## src/rtl/bayer_pkg.sv

```systemverilog
// Shared types and defaults for the Bayer 2x2 grayscale binner.
//   BAYER_DATA_W : default raw/gray pixel width
//   bin_state_t  : frame walker states (IDLE, TOP, BOT)
//   pixel_t      : raw or binned pixel
//   pair_t       : sum of two horizontally adjacent pixels (line-buffer word)
//   sum_t        : full quad sum (R+G1+G2+B), never overflows
package bayer_pkg;

  localparam int BAYER_DATA_W = 12;

  typedef enum logic [1:0] {
    IDLE = 2'd0,
    TOP  = 2'd1,
    BOT  = 2'd2
  } bin_state_t;

  typedef logic [BAYER_DATA_W-1:0] pixel_t;
  typedef logic [BAYER_DATA_W:0]   pair_t;
  typedef logic [BAYER_DATA_W+1:0] sum_t;

endpackage

```

## src/rtl/bin_line_buffer.sv

```systemverilog
// Simple dual-port RAM holding the top-row pair sums of each Bayer quad.
// Synchronous read with one clock of latency; the read register holds its
// value until the next read, so the consumer may use it after input gaps.
// No reset on the array or the read register; contents are don't-care.
//   clk       : clock
//   i_wr_en   : write strobe
//   i_wr_addr : write address
//   i_wr_data : write data
//   i_rd_en   : read strobe
//   i_rd_addr : read address
//   o_rd_data : read data, valid the clock after i_rd_en
module bin_line_buffer #(
  parameter int DEPTH = 320,
  parameter int WIDTH = 13,
  parameter int AW    = 9
) (
  input  logic             clk,
  input  logic             i_wr_en,
  input  logic [AW-1:0]    i_wr_addr,
  input  logic [WIDTH-1:0] i_wr_data,
  input  logic             i_rd_en,
  input  logic [AW-1:0]    i_rd_addr,
  output logic [WIDTH-1:0] o_rd_data
);

  logic [WIDTH-1:0] r_mem [DEPTH];
  logic [WIDTH-1:0] r_rd_data;

  always_ff @(posedge clk) begin
    if (i_wr_en) r_mem[i_wr_addr] <= i_wr_data;
    if (i_rd_en) r_rd_data <= r_mem[i_rd_addr];
  end

  assign o_rd_data = r_rd_data;

endmodule

```

## src/rtl/bayer_gray_binner.sv

```systemverilog
// 2x2 Bayer binner: sums each R/G1/G2/B quad and divides by four, producing
// one grayscale pixel per quad (IMG_W/2 x IMG_H/2 per frame).
// Top (even) rows store pair sums in a line buffer; bottom (odd) rows read
// them back and complete the quad.
// Build option: define GRAY_ROUND_EN for round-half-up, else truncation.
//   clk, rst   : clock, synchronous active-high reset
//   in_data    : raw Bayer pixel, qualified by in_valid
//   in_valid   : input pixel strobe (gaps allowed, no backpressure)
//   in_sof     : first pixel of a frame, qualified by in_valid
//   out_data   : binned pixel
//   out_valid  : one-cycle strobe per binned pixel
//   out_sof    : with out_valid on quad (0,0)
//   out_eof    : with out_valid on the last quad of the frame
//   frame_err  : one-cycle pulse when in_sof arrives mid-frame
module bayer_gray_binner
  import bayer_pkg::*;
#(
  parameter int DATA_W = BAYER_DATA_W,
  parameter int IMG_W  = 640,
  parameter int IMG_H  = 480
) (
  input  logic              clk,
  input  logic              rst,
  input  logic [DATA_W-1:0] in_data,
  input  logic              in_valid,
  input  logic              in_sof,
  output logic [DATA_W-1:0] out_data,
  output logic              out_valid,
  output logic              out_sof,
  output logic              out_eof,
  output logic              frame_err
);

  localparam int CW = $clog2(IMG_W);
  localparam int RW = $clog2(IMG_H);
  localparam int AW = CW - 1;
  localparam int BW = DATA_W + 1;
  localparam int SW = DATA_W + 2;
  localparam logic [CW-1:0] COL_LAST = CW'(IMG_W - 1);
  localparam logic [RW-1:0] ROW_LAST = RW'(IMG_H - 1);

  bin_state_t        r_state, w_state_nxt;
  logic [CW-1:0]     r_col;
  logic [RW-1:0]     r_row;
  logic [DATA_W-1:0] r_pix_even;

  logic              w_restart, w_active, w_even, w_row_end, w_frame_end;
  logic              w_wr_en, w_rd_en, w_quad;
  logic [BW-1:0]     w_pair, w_rd_data;
  logic [SW-1:0]     w_sum, w_sum_adj;
  logic [DATA_W-1:0] w_gray;

  // Any qualified sof restarts the frame, whatever state we are in.
  assign w_restart   = in_valid & in_sof;
  assign w_active    = in_valid & ~in_sof & (r_state != IDLE);
  assign w_even      = ~r_col[0];
  assign w_row_end   = (r_col == COL_LAST);
  assign w_frame_end = w_row_end & (r_row == ROW_LAST);

  // Horizontal pair sum, shared by the buffer write (top) and quad sum (bottom).
  assign w_pair  = BW'(r_pix_even) + BW'(in_data);
  assign w_wr_en = w_active & (r_state == TOP) & ~w_even;
  assign w_rd_en = w_active & (r_state == BOT) &  w_even;
  assign w_quad  = w_active & (r_state == BOT) & ~w_even;
  assign w_sum   = SW'(w_rd_data) + SW'(w_pair);

`ifdef GRAY_ROUND_EN
  assign w_sum_adj = w_sum + SW'(2);
`else
  assign w_sum_adj = w_sum;
`endif
  assign w_gray = DATA_W'(w_sum_adj >> 2);

  bin_line_buffer #(
    .DEPTH (IMG_W / 2),
    .WIDTH (BW),
    .AW    (AW)
  ) u_lbuf (
    .clk       (clk),
    .i_wr_en   (w_wr_en),
    .i_wr_addr (r_col[CW-1:1]),
    .i_wr_data (w_pair),
    .i_rd_en   (w_rd_en),
    .i_rd_addr (r_col[CW-1:1]),
    .o_rd_data (w_rd_data)
  );

  always_ff @(posedge clk) begin
    if (rst) r_state <= IDLE;
    else     r_state <= w_state_nxt;
  end

  always_comb begin
    w_state_nxt = r_state;
    if (w_restart) begin
      w_state_nxt = TOP;
    end else if (w_active && w_row_end) begin
      if (r_state == TOP)        w_state_nxt = BOT;
      else if (r_row == ROW_LAST) w_state_nxt = IDLE;
      else                       w_state_nxt = TOP;
    end
  end

  always_ff @(posedge clk) begin
    if (rst) begin
      r_col      <= '0;
      r_row      <= '0;
      r_pix_even <= '0;
      out_data   <= '0;
      out_valid  <= 1'b0;
      out_sof    <= 1'b0;
      out_eof    <= 1'b0;
      frame_err  <= 1'b0;
    end else begin
      out_valid <= w_quad;
      out_sof   <= w_quad & (r_row == RW'(1)) & (r_col == CW'(1));
      out_eof   <= w_quad & w_frame_end;
      frame_err <= w_restart & (r_state != IDLE);
      if (w_quad) out_data <= w_gray;

      // The sof pixel itself is (0,0), so the next one lands on column 1.
      if (w_restart) begin
        r_col      <= CW'(1);
        r_row      <= '0;
        r_pix_even <= in_data;
      end else if (w_active) begin
        if (w_even) r_pix_even <= in_data;
        if (w_row_end) begin
          r_col <= '0;
          r_row <= w_frame_end ? '0 : r_row + RW'(1);
        end else begin
          r_col <= r_col + CW'(1);
        end
      end
    end
  end

endmodule

```

## config.mk

```make
export PLATFORM = sky130hd
export DESIGN_NAME = bayer_gray_binner
export DESIGN_NICKNAME = d
export VERILOG_FILES = /design/src/rtl/bayer_pkg.sv /design/src/rtl/bin_line_buffer.sv /design/src/rtl/bayer_gray_binner.sv
export SDC_FILE = /design/constraint.sdc
export NUM_CORES = 2
export LEC_CHECK = 0
export ABC_CLOCK_PERIOD_IN_PS = 27500
export CORE_UTILIZATION = 30
export CTS_CLUSTER_DIAMETER = 60
export DETAILED_ROUTE_END_ITERATION = 12
export GPL_ROUTABILITY_DRIVEN = 0
export PLACE_DENSITY = 0.5
export SKIP_CTS_REPAIR_TIMING = 1
export SLEW_MARGIN = 30
export SYNTH_ARGS = -nofsm -noshare
export SYNTH_HDL_FRONTEND = slang
export SYNTH_MEMORY_MAX_BITS = 65536
export SYNTH_SLANG_ARGS = --single-unit
```

## constraint.sdc

```tcl
create_clock -name clk -period 27.5 [get_ports clk]
set_input_delay 5.5 -clock clk [delete_from_list [all_inputs] [get_ports clk]]
set_output_delay 5.5 -clock clk [all_outputs]
set_load 0.05 [all_outputs]
```

## Yosys cells after proc, flatten, opt, wreduce, memory -nomap -nowiden

Memories as Yosys holds them, arrays and structs flattened. A register that Yosys moved wholly into a read port is not among the register bits.
Cells that the tools add are included.

| word-level totals | value |
|---|---|
| flip-flop bits (word level) | 49 |
| memory bits (writable) | 4,160 |
| word-level logic and storage cells | 58 |
| input port bits | 16 |
| output and inout bits | 16 |
| memories | 1 |

Memories:

| name | words | width | rd ports | clocked after Yosys merged registers in | write ports | RTL line | RTL |
|---|---|---|---|---|---|---|---|
| u_lbuf.r_mem | 320 | 13 | 1 | 1 | 1 | bin_line_buffer.sv:26 | `logic [WIDTH-1:0] r_mem [DEPTH];` |

| operators by class | value |
|---|---|
| bitwise operators | 15 |
| muxes and demuxes | 13 |
| add/sub/neg operators | 4 |
| eq/ne operators | 7 |
| reduce and logical (&&, ||, !) cells | 7 |

Operators by type and width:

| kind | count |
|---|---|
| 2-to-1 mux 12 bit | 3 |
| adder 13 x 13 -> 14 bit | 1 |
| adder 12 x 12 -> 13 bit | 1 |
| bitwise AND 1 bit | 13 |
| adder 10 x 1 -> 10 bit, second input constant | 1 |
| equality test 10 x 1 -> 1 bit, second input constant | 1 |
| equality test 10 bit, second input constant | 1 |
| 2-to-1 mux 10 bit | 1 |
| adder 9 x 1 -> 9 bit, second input constant | 1 |
| equality test 9 x 1 -> 1 bit, second input constant | 1 |
| equality test 9 bit, second input constant | 1 |
| 2-to-1 mux 9 bit | 1 |
| 2-to-1 mux 1 bit | 7 |
| nonzero test 2 bit | 3 |
| AND reduction 2 bit | 2 |
| equality test 2 x 1 -> 1 bit, second input constant | 1 |
| equality test 2 bit, second input constant | 1 |
| 2-to-1 mux 2 bit | 1 |
| != test 2 x 1 -> 1 bit, second input constant | 1 |
| inverter 1 bit | 2 |
| OR reduction 2 bit | 1 |
| logical AND 1 bit | 1 |

## Longest topological paths before layout

| depth | value |
|---|---|
| word-level depth | 7 |
| gate-level depth with buffers | 18 |
| depth with buffers taken out | 18 |

## By module

From an unflattened synthesis, not the netlist that was laid out.

| unflattened totals | value |
|---|---|
| cells, all modules | 7,958 |
| area total of the unflattened synthesis | 163,769.6 sq um |

Modules (own cells, without submodules):

| module | times used | sequential area each (sq um) | area an instance (sq um) | cells each |
|---|---|---|---|---|
| bin_line_buffer | 1 | 125,310.2 | 160,777.9 | 7,608 |
| bayer_gray_binner | 1 | 980.9 | 2,991.6 | 350 |

## Worst setup path after synthesis

OpenSTA, ideal clock, no wires.

| timing path | value |
|---|---|
| path type | input-to-reg |
| from | input in_data[0] |
| to | register out_data[11] |
| library setup time | 120 ps |
| stages on the path | 16 |
| setup slack | 9,274 ps |
| arrival time | 18,106 ps |
| required time | 27,380 ps |
| buffers on the path | 0 |
| cell sequence | ha_1 -> inv_1 -> fa_1 -> nor2b_1 -> o21ai_0 -> nand2b_1 -> a21o_1 -> a21oi_1 -> xnor2_1 -> ha_1 -> o21a_1 -> o21ai_0 -> o21bai_1 -> a211oi_1 -> nor2b_1 -> o31a_1 |

| on the way | value |
|---|---|
| longest elaborated chain between the ends | 2 |

Ends and longest elaborated chain:

| what | RTL line | RTL |
|---|---|---|
| start: declaration | bayer_gray_binner.sv:24 | `input logic [DATA_W-1:0] in_data,` |
| adder 12 x 12 -> 13 bit | bayer_gray_binner.sv:61 | `assign w_pair = BW'(r_pix_even) + BW'(in_data);` |
| via u_lbuf.i_wr_data[6] | bin_line_buffer.sv:20 | `input logic [WIDTH-1:0] i_wr_data,` |
| adder 13 x 13 -> 14 bit | bayer_gray_binner.sv:65 | `assign w_sum = SW'(w_rd_data) + SW'(w_pair);` |
| end signal: assignment | bayer_gray_binner.sv:119 | `if (w_quad) out_data <= w_gray;` |
| end: declaration | bayer_gray_binner.sv:27 | `output logic [DATA_W-1:0] out_data,` |

The timed path passes the listed nets, and every way through them passes these cells.
A chain may end at the register's enable or synchronous reset.

## Worst setup path after layout

| timing path | value |
|---|---|
| from | input in_data[0] |
| to | memory u_lbuf.r_mem[229][10] (data pin) |

| on the way | value |
|---|---|
| longest elaborated chain between the ends | 1 |

Ends and longest elaborated chain:

| what | RTL line |
|---|---|
| adder 12 x 12 -> 13 bit | bayer_gray_binner.sv:61 |
| via u_lbuf.i_wr_data[10] | bin_line_buffer.sv:20 |
| end: declaration | bin_line_buffer.sv:26 |

The timed path passes the listed nets, and every way through them passes these cells.

==> impl_metrics.csv <==
group,metric,value,unit
run_status,outcome,"complete, no violations",
finish,fin_area,189000,µm²
logic_synthesis,syn_area,163000,µm²
logic_synthesis,yosysSeqAreaShare,0.774,
power_and_ir_drop,peakVddDrop,0.0547,mV
logic_synthesis,synth_async_sr_flop_share,0,
timing,rsz0062_at_grt,"no",
finish,layout_common_cells,"edfxtp_1, mux4_2, clkbuf_16",
logic_synthesis,synth_warnings,0,
timing,hold_viol,0,
setup_path,cp.required,28.17,ns
die,ios,32,
global_route,antenna_found_initial,39,
die,core_area,541000,µm²
timing,max-slew-margin-rel,0.263,
logic_synthesis,syn_nets,7538,
logic_synthesis,synth_seq_cells,4222,
routing,ant_nets,0,
hold_path,hold_path_depth,2,
clock_network,clkSlewWorstSetupHoldPaths,0.06,ns
die,die_w,740,µm
timing,worst_slew_pin_slew,1.11,ns
power_and_ir_drop,p_seq_frac,0.533,
global_route,grt_pass1_wl,688,mm
global_route,grt-ovfl-total,0,
job,maxCapViolations,0,
setup_path,critPathArrivalTime,11.38,ns
placement,numPortBuffers,31,
routing,detail_route.wl_per_cell,32.2,µm
hold_path,worstHoldStart,"out_data[4]",
setup_path,r2r_end,"u_lbuf.o_rd_data[0]",
power_and_ir_drop,internal_power,10.8,mW
die,chipHeight,740,µm
timing,skew,0.0636,ns
clock_network,clockBufferDepth,4,
global_route,grt_max_degree,185,
hold_path,hold_path_class,"flop to flop",
die,initial_core_util,0.302,
finish,nets,8042,
global_route,grtUsageTotal,0.178,
power_and_ir_drop,switching_share,0.213,
routing,initialDrtViolationCount,10400,
routing,vias,81900,
finish,drive_gt1_frac,0.278,
die,die-area,547000,µm²
power_and_ir_drop,p_sw,2.91,mW
power_and_ir_drop,pwr-share-comb,0.033,
timing,slew_violations,0,
timing,finalCritPeriodShare,0.390,
setup_path,r2r-start,"r_col[1]",
clock_network,tritoncts,"built",
routing,wl,501,mm
setup_path,cp_max_fo,77,
routing,viasPerCell,5.25,
setup_path,endpoint_kind,"flop",
setup_path,startpoint,"in_data[0]",
power_and_ir_drop,power.density,72.5,nW/µm²
setup_path,worstRegToRegCells,11,
global_route,first_global_vias,82000,
die,num_rows,270,
clock_network,cts.htree.levels,5,
logic_synthesis,ys.flop_type,"edfxtp_1",
setup_path,cp-start-kind,"input pin",
power_and_ir_drop,p_clk_frac,0.434,
timing,fin_tns_setup,0,ns
routing,route.detailed.drc,0,
clock_network,numCtsBuffers,439,
hold_path,hold_end,"out_data[4]",
timing,setup_viol,0,
finish,mostFrequentLayoutCell,"edfxtp_1",
logic_synthesis,synth-edff-count,4173,
clock_network,clock_latency,1.00,ns
setup_path,path_class,"input pin to flop",
clock_network,cts_sinks,4222,
setup_path,rrSetupSlack,19.54,ns
placement,hpwl,308,mm
routing,firstDrtPassIters,6,
timing,timing.fmax,93.4,MHz
logic_synthesis,synth_cell_types,71,
finish,syn_to_final_growth,15.8,%
logic_synthesis,syn_area_per_cell,21.8,µm²
timing,post-route-min-period,10.71,ns
placement,place_area,175000,µm²
logic_synthesis,syn_inst,7493,
clock_network,root_buffer,"clkbuf_16",
power_and_ir_drop,p_leak,57.2,nW
==> how the worst max path moves through the flow <==
| stage | endpoint | slack (ns) | cells past startpoint |
|---|---|---|---|
| after floorplan | out_data[11] | 9.27 | 16 |
| after global placement | u_lbuf.r_mem[140][10] | 15.83 | 16 |
| after detailed placement | u_lbuf.r_mem[140][10] | 15.83 | 16 |
| after CTS | u_lbuf.r_mem[245][10] | 16.85 | 16 |
| after global routing | u_lbuf.r_mem[252][10] | 16.56 | 16 |
| final | u_lbuf.r_mem[229][10] | 16.79 | 16 |
==> cell families after synthesis <==
logic type               after synthesis  share of synthesized area
flip-flops                          4222                      0.774
multiplexers                        1328                      0.163
AND/OR/NAND/NOR                      896                     0.0235
AO/OA/AOI/OAI                        542                     0.0223
buffers and inverters                446                     0.0140
XOR/XNOR                              30                    0.00161
adder cells (fa/ha/maj)               29                    0.00227
==> routing by layer <==
layer	routed length, µm	vias to the layer above	GRT usage
li1	-	32500	-
met1	211000	45000	0.250
met2	231000	3671	0.280
met3	40700	712	0.0339
met4	18500	6	0.0595
met5	37	-	0
==> area by class of cell <==
cell class	count	area, µm²
Antenna cell	11	27.5
Clock buffer	549	11600
Clock inverter	264	2790
Fill cell	49900	352000
Inverter	12	62.6
Multi-Input combinational cell	2825	35200
Sequential cell	4222	126000
Tap cell	7208	9020
Timing Repair Buffer	497	4080
==> cells in the mapped netlist, types with 23 or more instances <==
library cell  number  area, µm²
edfxtp_1        4173     125000
mux4_2          1059      23900
nor2_1           440       1650
mux2i_1          255       2550
nand2_1          239        897
buf_2            176        881
clkbuf_1         145        544
a21oi_1          124        621
a22oi_1          107        803
o21ai_0           61        305
nand3_1           56        280
buf_4             55        413
o22ai_1           54        338
dfxtp_1           49        981
nor3_1            35        175
buf_1             34        128
a221oi_1          32        280
ha_1              28        350
nand4_1           28        175
a211oi_1          27        203
a31oi_1           25        156
buf_6             24        270
nor2b_1           23        144
==> power groups by stage <==
| stage | clock (mW) | combinational (mW) | sequential [mW] |
|---|---|---|---|
| CTS | 6.05 | 0.460 | 7.30 |
| global route | 6.29 | 0.488 | 7.30 |
| floorplan | 0 | 0.186 | 7.60 |
| detailed placement | 0 | 0.461 | 7.44 |
| finish | 5.95 | 0.457 | 7.30 |
| global placement | 0 | 0.434 | 7.44 |
==> worst max-delay path: stages <==
cell and delay (ns):
clkdlybuf4s50_1 0.54, ha_4 0.16, inv_1 0.04, fa_1 0.42, nor2b_1 0.15, o21ai_0 0.11
nand2b_1 0.21, a21o_1 0.16, a21oi_1 0.11, o21a_1 0.25, o211ai_1 0.44, xor2_4 0.16
buf_4 0.64, buf_4 0.79, buf_4 0.80, buf_4 0.59
==> sequential cells by signal, summed over array words and instances, names as in the netlist <==
signal	count
u_lbuf.r_mem	4160
u_lbuf.o_rd_data	13
out_data	12
r_pix_even	12
r_col	10
r_row	9
r_state	2
frame_err	1
out_eof	1
out_sof	1
out_valid	1
==> per-stage QoR <==
step / util / setup slack, ns / hold slack, ns / total power [mW] / instances
after floorplan: - / 9.27 / 0.467 / 7.79 / 7493
after global placement: 0.322 / 15.83 / 0.451 / 7.87 / 14800
after detailed placement: 0.323 / 15.83 / 0.456 / 7.90 / 14800
after CTS: 0.349 / 16.85 / 0.463 / 13.8 / 15600
after global routing: 0.349 / 16.56 / 0.473 / 14.1 / 15600
final: 0.349 / 16.79 / 0.460 / 13.7 / 15600
Note: power is estimated with default switching activity, not from simulation.
